--- src/rtl/reg_write_if.sv ---
// Write-port bundle between the result sources / decode and the register-file
// write controller.
interface reg_write_if;
  logic        a_valid;
  logic [4:0]  a_addr;
  logic [31:0] a_data;
  logic        b_valid;
  logic [4:0]  b_addr;
  logic [31:0] b_data;
  logic        b_ready;
  logic        w_write_reg;
  logic [4:0]  reg_des;
  logic [31:0] reg_data;
  logic [4:0]  q_rs;
  logic [4:0]  q_rt;
  logic        q_rs_pend;
  logic        q_rt_pend;

  modport master (
    output a_valid, a_addr, a_data, b_valid, b_addr, b_data, q_rs, q_rt,
    input  b_ready, w_write_reg, reg_des, reg_data, q_rs_pend, q_rt_pend
  );

  modport slave (
    input  a_valid, a_addr, a_data, b_valid, b_addr, b_data, q_rs, q_rt,
    output b_ready, w_write_reg, reg_des, reg_data, q_rs_pend, q_rt_pend
  );
endinterface

--- src/rtl/reg_write_ctrl.sv ---
// Merges in-order writeback (A) and buffered long-latency results (B) onto the
// single register-file write port, with a pending-write scoreboard for decode.
module reg_write_ctrl #(
  parameter int unsigned FIFO_DEPTH = 2
) (
  input  logic       clk,
  input  logic       rst,
  reg_write_if.slave bus
);
  localparam int unsigned PTR_W = (FIFO_DEPTH > 1) ? $clog2(FIFO_DEPTH) : 1;
  localparam int unsigned CNT_W = PTR_W + 1;
  localparam int unsigned AW    = 5;
  localparam int unsigned DW    = 32;

  logic [FIFO_DEPTH-1:0] live_q, live_d;
  logic [AW-1:0]         addr_q [FIFO_DEPTH];
  logic [AW-1:0]         addr_d [FIFO_DEPTH];
  logic [DW-1:0]         data_q [FIFO_DEPTH];
  logic [DW-1:0]         data_d [FIFO_DEPTH];
  logic [PTR_W-1:0]      wr_ptr_q, wr_ptr_d;
  logic [PTR_W-1:0]      rd_ptr_q, rd_ptr_d;
  logic [CNT_W-1:0]      count_q, count_d;
  logic                  w_write_reg_q, w_write_reg_d;
  logic [AW-1:0]         reg_des_q, reg_des_d;
  logic [DW-1:0]         reg_data_q, reg_data_d;

  logic full, a_wr, push, pop;
  logic rs_hit, rt_hit;

  // Next-state: A has priority; B drains only when A is idle.
  always_comb begin
    full = (count_q == CNT_W'(FIFO_DEPTH));
    a_wr = bus.a_valid && (bus.a_addr != '0);
    push = bus.b_valid && !full && !rst && (bus.b_addr != '0);
    pop  = !a_wr && (count_q != '0);

    live_d        = live_q;
    addr_d        = addr_q;
    data_d        = data_q;
    wr_ptr_d      = wr_ptr_q;
    rd_ptr_d      = rd_ptr_q;
    w_write_reg_d = 1'b0;
    reg_des_d     = reg_des_q;
    reg_data_d    = reg_data_q;

    // A is always newer, so it kills any queued write to the same register.
    for (int unsigned i = 0; i < FIFO_DEPTH; i++) begin
      if (a_wr && (addr_q[i] == bus.a_addr)) live_d[i] = 1'b0;
    end

    if (a_wr) begin
      w_write_reg_d = 1'b1;
      reg_des_d     = bus.a_addr;
      reg_data_d    = bus.a_data;
    end else if (pop) begin
      live_d[rd_ptr_q] = 1'b0;
      rd_ptr_d         = rd_ptr_q + PTR_W'(1);
      if (live_q[rd_ptr_q]) begin
        w_write_reg_d = 1'b1;
        reg_des_d     = addr_q[rd_ptr_q];
        reg_data_d    = data_q[rd_ptr_q];
      end
    end

    if (push) begin
      live_d[wr_ptr_q] = !(a_wr && (bus.b_addr == bus.a_addr));
      addr_d[wr_ptr_q] = bus.b_addr;
      data_d[wr_ptr_q] = bus.b_data;
      wr_ptr_d         = wr_ptr_q + PTR_W'(1);
    end

    count_d = count_q + CNT_W'(push) - CNT_W'(pop);
  end

  always_ff @(posedge clk) begin
    if (rst) begin
      live_q        <= '0;
      wr_ptr_q      <= '0;
      rd_ptr_q      <= '0;
      count_q       <= '0;
      w_write_reg_q <= 1'b0;
      reg_des_q     <= '0;
      reg_data_q    <= '0;
    end else begin
      live_q        <= live_d;
      wr_ptr_q      <= wr_ptr_d;
      rd_ptr_q      <= rd_ptr_d;
      count_q       <= count_d;
      w_write_reg_q <= w_write_reg_d;
      reg_des_q     <= reg_des_d;
      reg_data_q    <= reg_data_d;
    end
  end

  // Payload is qualified by live bits, so it needs no reset.
  always_ff @(posedge clk) begin
    addr_q <= addr_d;
    data_q <= data_d;
  end

  // Scoreboard over live queued entries only.
  always_comb begin
    rs_hit = 1'b0;
    rt_hit = 1'b0;
    for (int unsigned i = 0; i < FIFO_DEPTH; i++) begin
      if (live_q[i] && (addr_q[i] == bus.q_rs)) rs_hit = 1'b1;
      if (live_q[i] && (addr_q[i] == bus.q_rt)) rt_hit = 1'b1;
    end
  end

  assign bus.b_ready     = !full && !rst;
  assign bus.w_write_reg = w_write_reg_q;
  assign bus.reg_des     = reg_des_q;
  assign bus.reg_data    = reg_data_q;
  assign bus.q_rs_pend   = rs_hit && (bus.q_rs != '0);
  assign bus.q_rt_pend   = rt_hit && (bus.q_rt != '0);
endmodule

--- src/flat_wrapper.sv ---
// flat-port wrapper written by rule: the top's interface ports become plain ports
module reg_write_ctrl_flat 
#(
  parameter int unsigned FIFO_DEPTH = 2
)
  (clk, rst, bus_a_valid, bus_a_addr, bus_a_data, bus_b_valid, bus_b_addr, bus_b_data, bus_q_rs, bus_q_rt, bus_b_ready, bus_w_write_reg, bus_reg_des, bus_reg_data, bus_q_rs_pend, bus_q_rt_pend);
  reg_write_if bus_i ();
  input  logic clk;
  input  logic rst;
  input wire logic [$bits(bus_i.a_valid)-1:0] bus_a_valid;
  input wire logic [$bits(bus_i.a_addr)-1:0] bus_a_addr;
  input wire logic [$bits(bus_i.a_data)-1:0] bus_a_data;
  input wire logic [$bits(bus_i.b_valid)-1:0] bus_b_valid;
  input wire logic [$bits(bus_i.b_addr)-1:0] bus_b_addr;
  input wire logic [$bits(bus_i.b_data)-1:0] bus_b_data;
  input wire logic [$bits(bus_i.q_rs)-1:0] bus_q_rs;
  input wire logic [$bits(bus_i.q_rt)-1:0] bus_q_rt;
  output wire logic [$bits(bus_i.b_ready)-1:0] bus_b_ready;
  output wire logic [$bits(bus_i.w_write_reg)-1:0] bus_w_write_reg;
  output wire logic [$bits(bus_i.reg_des)-1:0] bus_reg_des;
  output wire logic [$bits(bus_i.reg_data)-1:0] bus_reg_data;
  output wire logic [$bits(bus_i.q_rs_pend)-1:0] bus_q_rs_pend;
  output wire logic [$bits(bus_i.q_rt_pend)-1:0] bus_q_rt_pend;
  assign bus_i.a_valid = bus_a_valid;
  assign bus_i.a_addr = bus_a_addr;
  assign bus_i.a_data = bus_a_data;
  assign bus_i.b_valid = bus_b_valid;
  assign bus_i.b_addr = bus_b_addr;
  assign bus_i.b_data = bus_b_data;
  assign bus_i.q_rs = bus_q_rs;
  assign bus_i.q_rt = bus_q_rt;
  assign bus_b_ready = bus_i.b_ready;
  assign bus_w_write_reg = bus_i.w_write_reg;
  assign bus_reg_des = bus_i.reg_des;
  assign bus_reg_data = bus_i.reg_data;
  assign bus_q_rs_pend = bus_i.q_rs_pend;
  assign bus_q_rt_pend = bus_i.q_rt_pend;
  reg_write_ctrl #(.FIFO_DEPTH(FIFO_DEPTH)) u_core (.clk(clk), .rst(rst), .bus(bus_i));
endmodule
--- config.mk ---
export PLATFORM = sky130hd
export DESIGN_NAME = reg_write_ctrl_flat
export DESIGN_NICKNAME = d
export VERILOG_FILES = /design/src/rtl/reg_write_if.sv /design/src/rtl/reg_write_ctrl.sv /design/src/flat_wrapper.sv
export SDC_FILE = /design/constraint.sdc
export NUM_CORES = 1
export LEC_CHECK = 0
export CAP_MARGIN = 25
export CORE_MARGIN = 4
export CORE_UTILIZATION = 54
export CTS_BUF_LIST = sky130_fd_sc_hd__clkbuf_2
export CTS_CLUSTER_SIZE = 10
export DETAILED_ROUTE_END_ITERATION = 6
export PLACE_DENSITY_LB_ADDON = 0.15
export SLEW_MARGIN = 15
export SYNTH_ARGS = -nofsm -noshare
export SYNTH_HDL_FRONTEND = slang
export SYNTH_SLANG_ARGS = --single-unit
--- constraint.sdc ---
create_clock -name clk -period 7 [get_ports clk]
set_clock_uncertainty 0.05 [all_clocks]
set_input_delay 1.05 -clock clk [delete_from_list [all_inputs] [get_ports clk]]
set_output_delay 1.05 -clock clk [all_outputs]
set_load 0.05 [all_outputs]
==> results.md <==
- Worst Reg-to-Reg Cells: 6
- Clock-pin slew on the worst setup and hold paths: 0.15 ns
- Clk root buf: clkbuf_2
- Final setup viols: 0
- Nets: 635
- Least-Margin Pin Slew: 0.939 ns
- Largest net degree at the start of global routing: 58
- Int Pwr: 0.00122 W
- Power Dens Cells: 273 mW/mm2
- DR iter-0 viols: 224
- Top reg by flops: u_core.data_q
- Commonest non-fill, non-tap cells in the layout: clkdlybuf4s50_1 (127), nand2_1 (75), edfxtp_1 (74)
- Syn. warnings: 0
- R2R Path End: u_core.data_q[9]$_DFFE_PP_
- RSZ-0062 raised after global routing: no
- Area of the die: 0.0108 mm2
- Logic pwr share: 28.5%
- CTS H-tree depth: 4
- Initial antenna violation count: 0
- Die H: 104 um
- GRT Residual Overflow: 0
- Max Fanout on Critical Path: 3
- Routed WL per cell: 17.8 um
- Number of global-route vias before repair: 3,886
- CTS Buf Count: 17
- GP Congestion: 0.814
- Switching Fraction: 32.7%
- Area contributors post-synth: edfxtp_1 (45%), dfxtp_1 (18%), mux2i_1 (7.8%)
- DRC violations left: 0
- Fraction of layout cells with a size suffix above 1: 7.72%
- R2R setup slack: 4.57 ns
- Fin. Hold Viols: 0
- Min Clock Period, post-route: 4.23 ns
- Synthesized flop and latch total: 118
- I/O pin count: 129
- Most common cell after layout, fill and taps aside: clkdlybuf4s50_1
- DP HPWL: 7.90 mm
- Peak supply drop: 0.174 mV
- Worst EP required: 5.90 ns
- Synth area leader: edfxtp_1
- Buffer levels on the longest clock path: 2
- Arrival time at the worst endpoint: 3.13 ns
- Synthesized instance count: 419
- Endpoint class of the critical path: output port
- Routed vias: 3,724
- Syn nets: 509
- Die Width: 104 um
- Outcome: complete, no violations
- First-pass GRT wire length: 19.2 mm
- Pre-antenna DRT Iters: 5
- Core area: 0.00885 mm2
- Crit path from: bus_q_rt[0]
- Post-route cell area: 0.00663 mm2
- Area of the mapped netlist: 0.00498 mm2
- Antenna viol nets, final: 0
- Worst min-delay path class: reg -> reg
- Seq/Total Area, Yosys: 62.3%
- Tcrit/Tclk final: 60.4%
- Num Clock Sinks: 118
- NetSw: 0.000593 W
- Setup TNS Final: 0 ns
- Synth top area share: 44.6%
- Kind of start point of the critical path: input pin
- Leak Pwr: 2.23 nW
- Max-cap check violation count: 0
- Netlist cell types: 29
- # diodes: 0
- Gr usage total: 22.4%
- Post-place instance area: 0.00638 mm2
- Max Slew Vio Count: 0
- Fill cell count: 615
- Std-Cell Rows: 34
- Vias per inst: 5.60
- Post-CTS Resized: 0
- Final WL: 11.8 mm
- Rel. slew slack: 37.4%
- Fmax: 237 MHz
- RR Startpoint: u_core.count_q[0]$_SDFF_PP0_
- Area grow syn2layout: 33.3%
- Max reg flops: 64
- Port Buffer Count: 128
- Kind of critical path: in -> out
- Utilization after layout: 75.0%
- CTS tree: done
- Starting Density: 56.3%
- Clock power share: 24.9%
- Sequential Power Share: 46.7%
- Clk Latency, worst-skew pair: 0.62 ns
- Setup bufs post-CTS: 0
- Syn_area_per_cell: 11.9 um2
- Cts hold-fix bufs: 0
- Worst Setup EP: bus_q_rt_pend
[synth_stat cells]
library cell   n
nand3_1        7
a21oi_1       40
nor2_2         1
buf_4          2
xor2_1        23
o22ai_1        1
edfxtp_1      74
xnor2_1       16
a21o_1         1
buf_2          4
o21ai_2        1
or4_4          1
buf_1          2
nor3_1         1
nand2_1       75
o211ai_1      37
o21a_1         1
or4_1          3
nor2_1         9
nor4_1         7
inv_1          4
nor2b_1        2
or4b_1         1
o211a_1        1
a211o_1        1
clkbuf_1      19
ha_1           2
mux2i_1       39
dfxtp_1       44
[logic make-up after synthesis]
group	share of synthesized area [%]
flip-flops	62.3
AND/OR/NAND/NOR	9.28
AO/OA/AOI/OAI	10.6
XOR/XNOR	6.86
multiplexers	7.84
buffers and inverters	2.59
adder cells (fa/ha/maj)	0.503
[metrics by stage]
step           worst slack (ns)  hold slack [ns]  std cells  power [W]
3_5_place_dp               2.80            0.493        634    0.00138
5_1_grt                    2.73            0.566        665    0.00190
3_3_place_gp               2.85            0.476        632    0.00136
6_report                   2.77            0.526        665    0.00181
4_1_cts                    2.79            0.527        665    0.00183
2_1_floorplan              2.37            0.457        419    0.00120
[power groups by stage]
| stage | clock [W] | sequential (W) | combinational [W] |
|---|---|---|---|
| detailed placement | 0 | 0.000860 | 0.000517 |
| global route | 0.000497 | 0.000851 | 0.000555 |
| floorplan | 0 | 0.000944 | 0.000251 |
| CTS | 0.000462 | 0.000844 | 0.000519 |
| finish | 0.000450 | 0.000845 | 0.000515 |
| global placement | 0 | 0.000856 | 0.000499 |
[cell type report]
| type | instances | area, um2 | share of cell area (%) |
|---|---|---|---|
| clock inverter | 13 | 159 | 2.40 |
| multi-input combinational | 270 | 1770 | 26.7 |
| sequential | 118 | 3100 | 46.8 |
| inverter | 4 | 15.0 | 0.226 |
| tap | 108 | 135 | 2.04 |
| clock buffer | 18 | 90.1 | 1.36 |
| timing repair buffer | 134 | 1360 | 20.5 |
[critical path, stage by stage]
cell and delay [ns]:
clkdlybuf4s50_1 0.48, xor2_1 0.17, nor4_1 0.30, nand3_1 0.11
a21oi_1 0.19, clkdlybuf4s50_1 0.83
[metal layers]
layer,track usage (%),vias to the layer above,wire length [um]
met2,36.8,144,5960
met4,7.22,0,142
met5,0,-,0
met3,6.58,13,799
met1,28.4,1790,4950
li1,-,1777,-
[worst min path at each step]
stage | startpoint | end | cells past startpoint
after floorplan | u_core.count_q[1]$_SDFF_PP0_ | u_core.count_q[1]$_SDFF_PP0_ | 2
after global placement | u_core.count_q[1]$_SDFF_PP0_ | u_core.count_q[1]$_SDFF_PP0_ | 2
after detailed placement | u_core.count_q[1]$_SDFF_PP0_ | u_core.count_q[1]$_SDFF_PP0_ | 2
after CTS | u_core.count_q[1]$_SDFF_PP0_ | u_core.count_q[1]$_SDFF_PP0_ | 2
after global routing | u_core.bus.reg_data[15]$_SDFFE_PP0P_ | u_core.bus.reg_data[15]$_SDFFE_PP0P_ | 2
final | u_core.count_q[1]$_SDFF_PP0_ | u_core.count_q[1]$_SDFF_PP0_ | 2
Power figures use the tool's default switching activity.
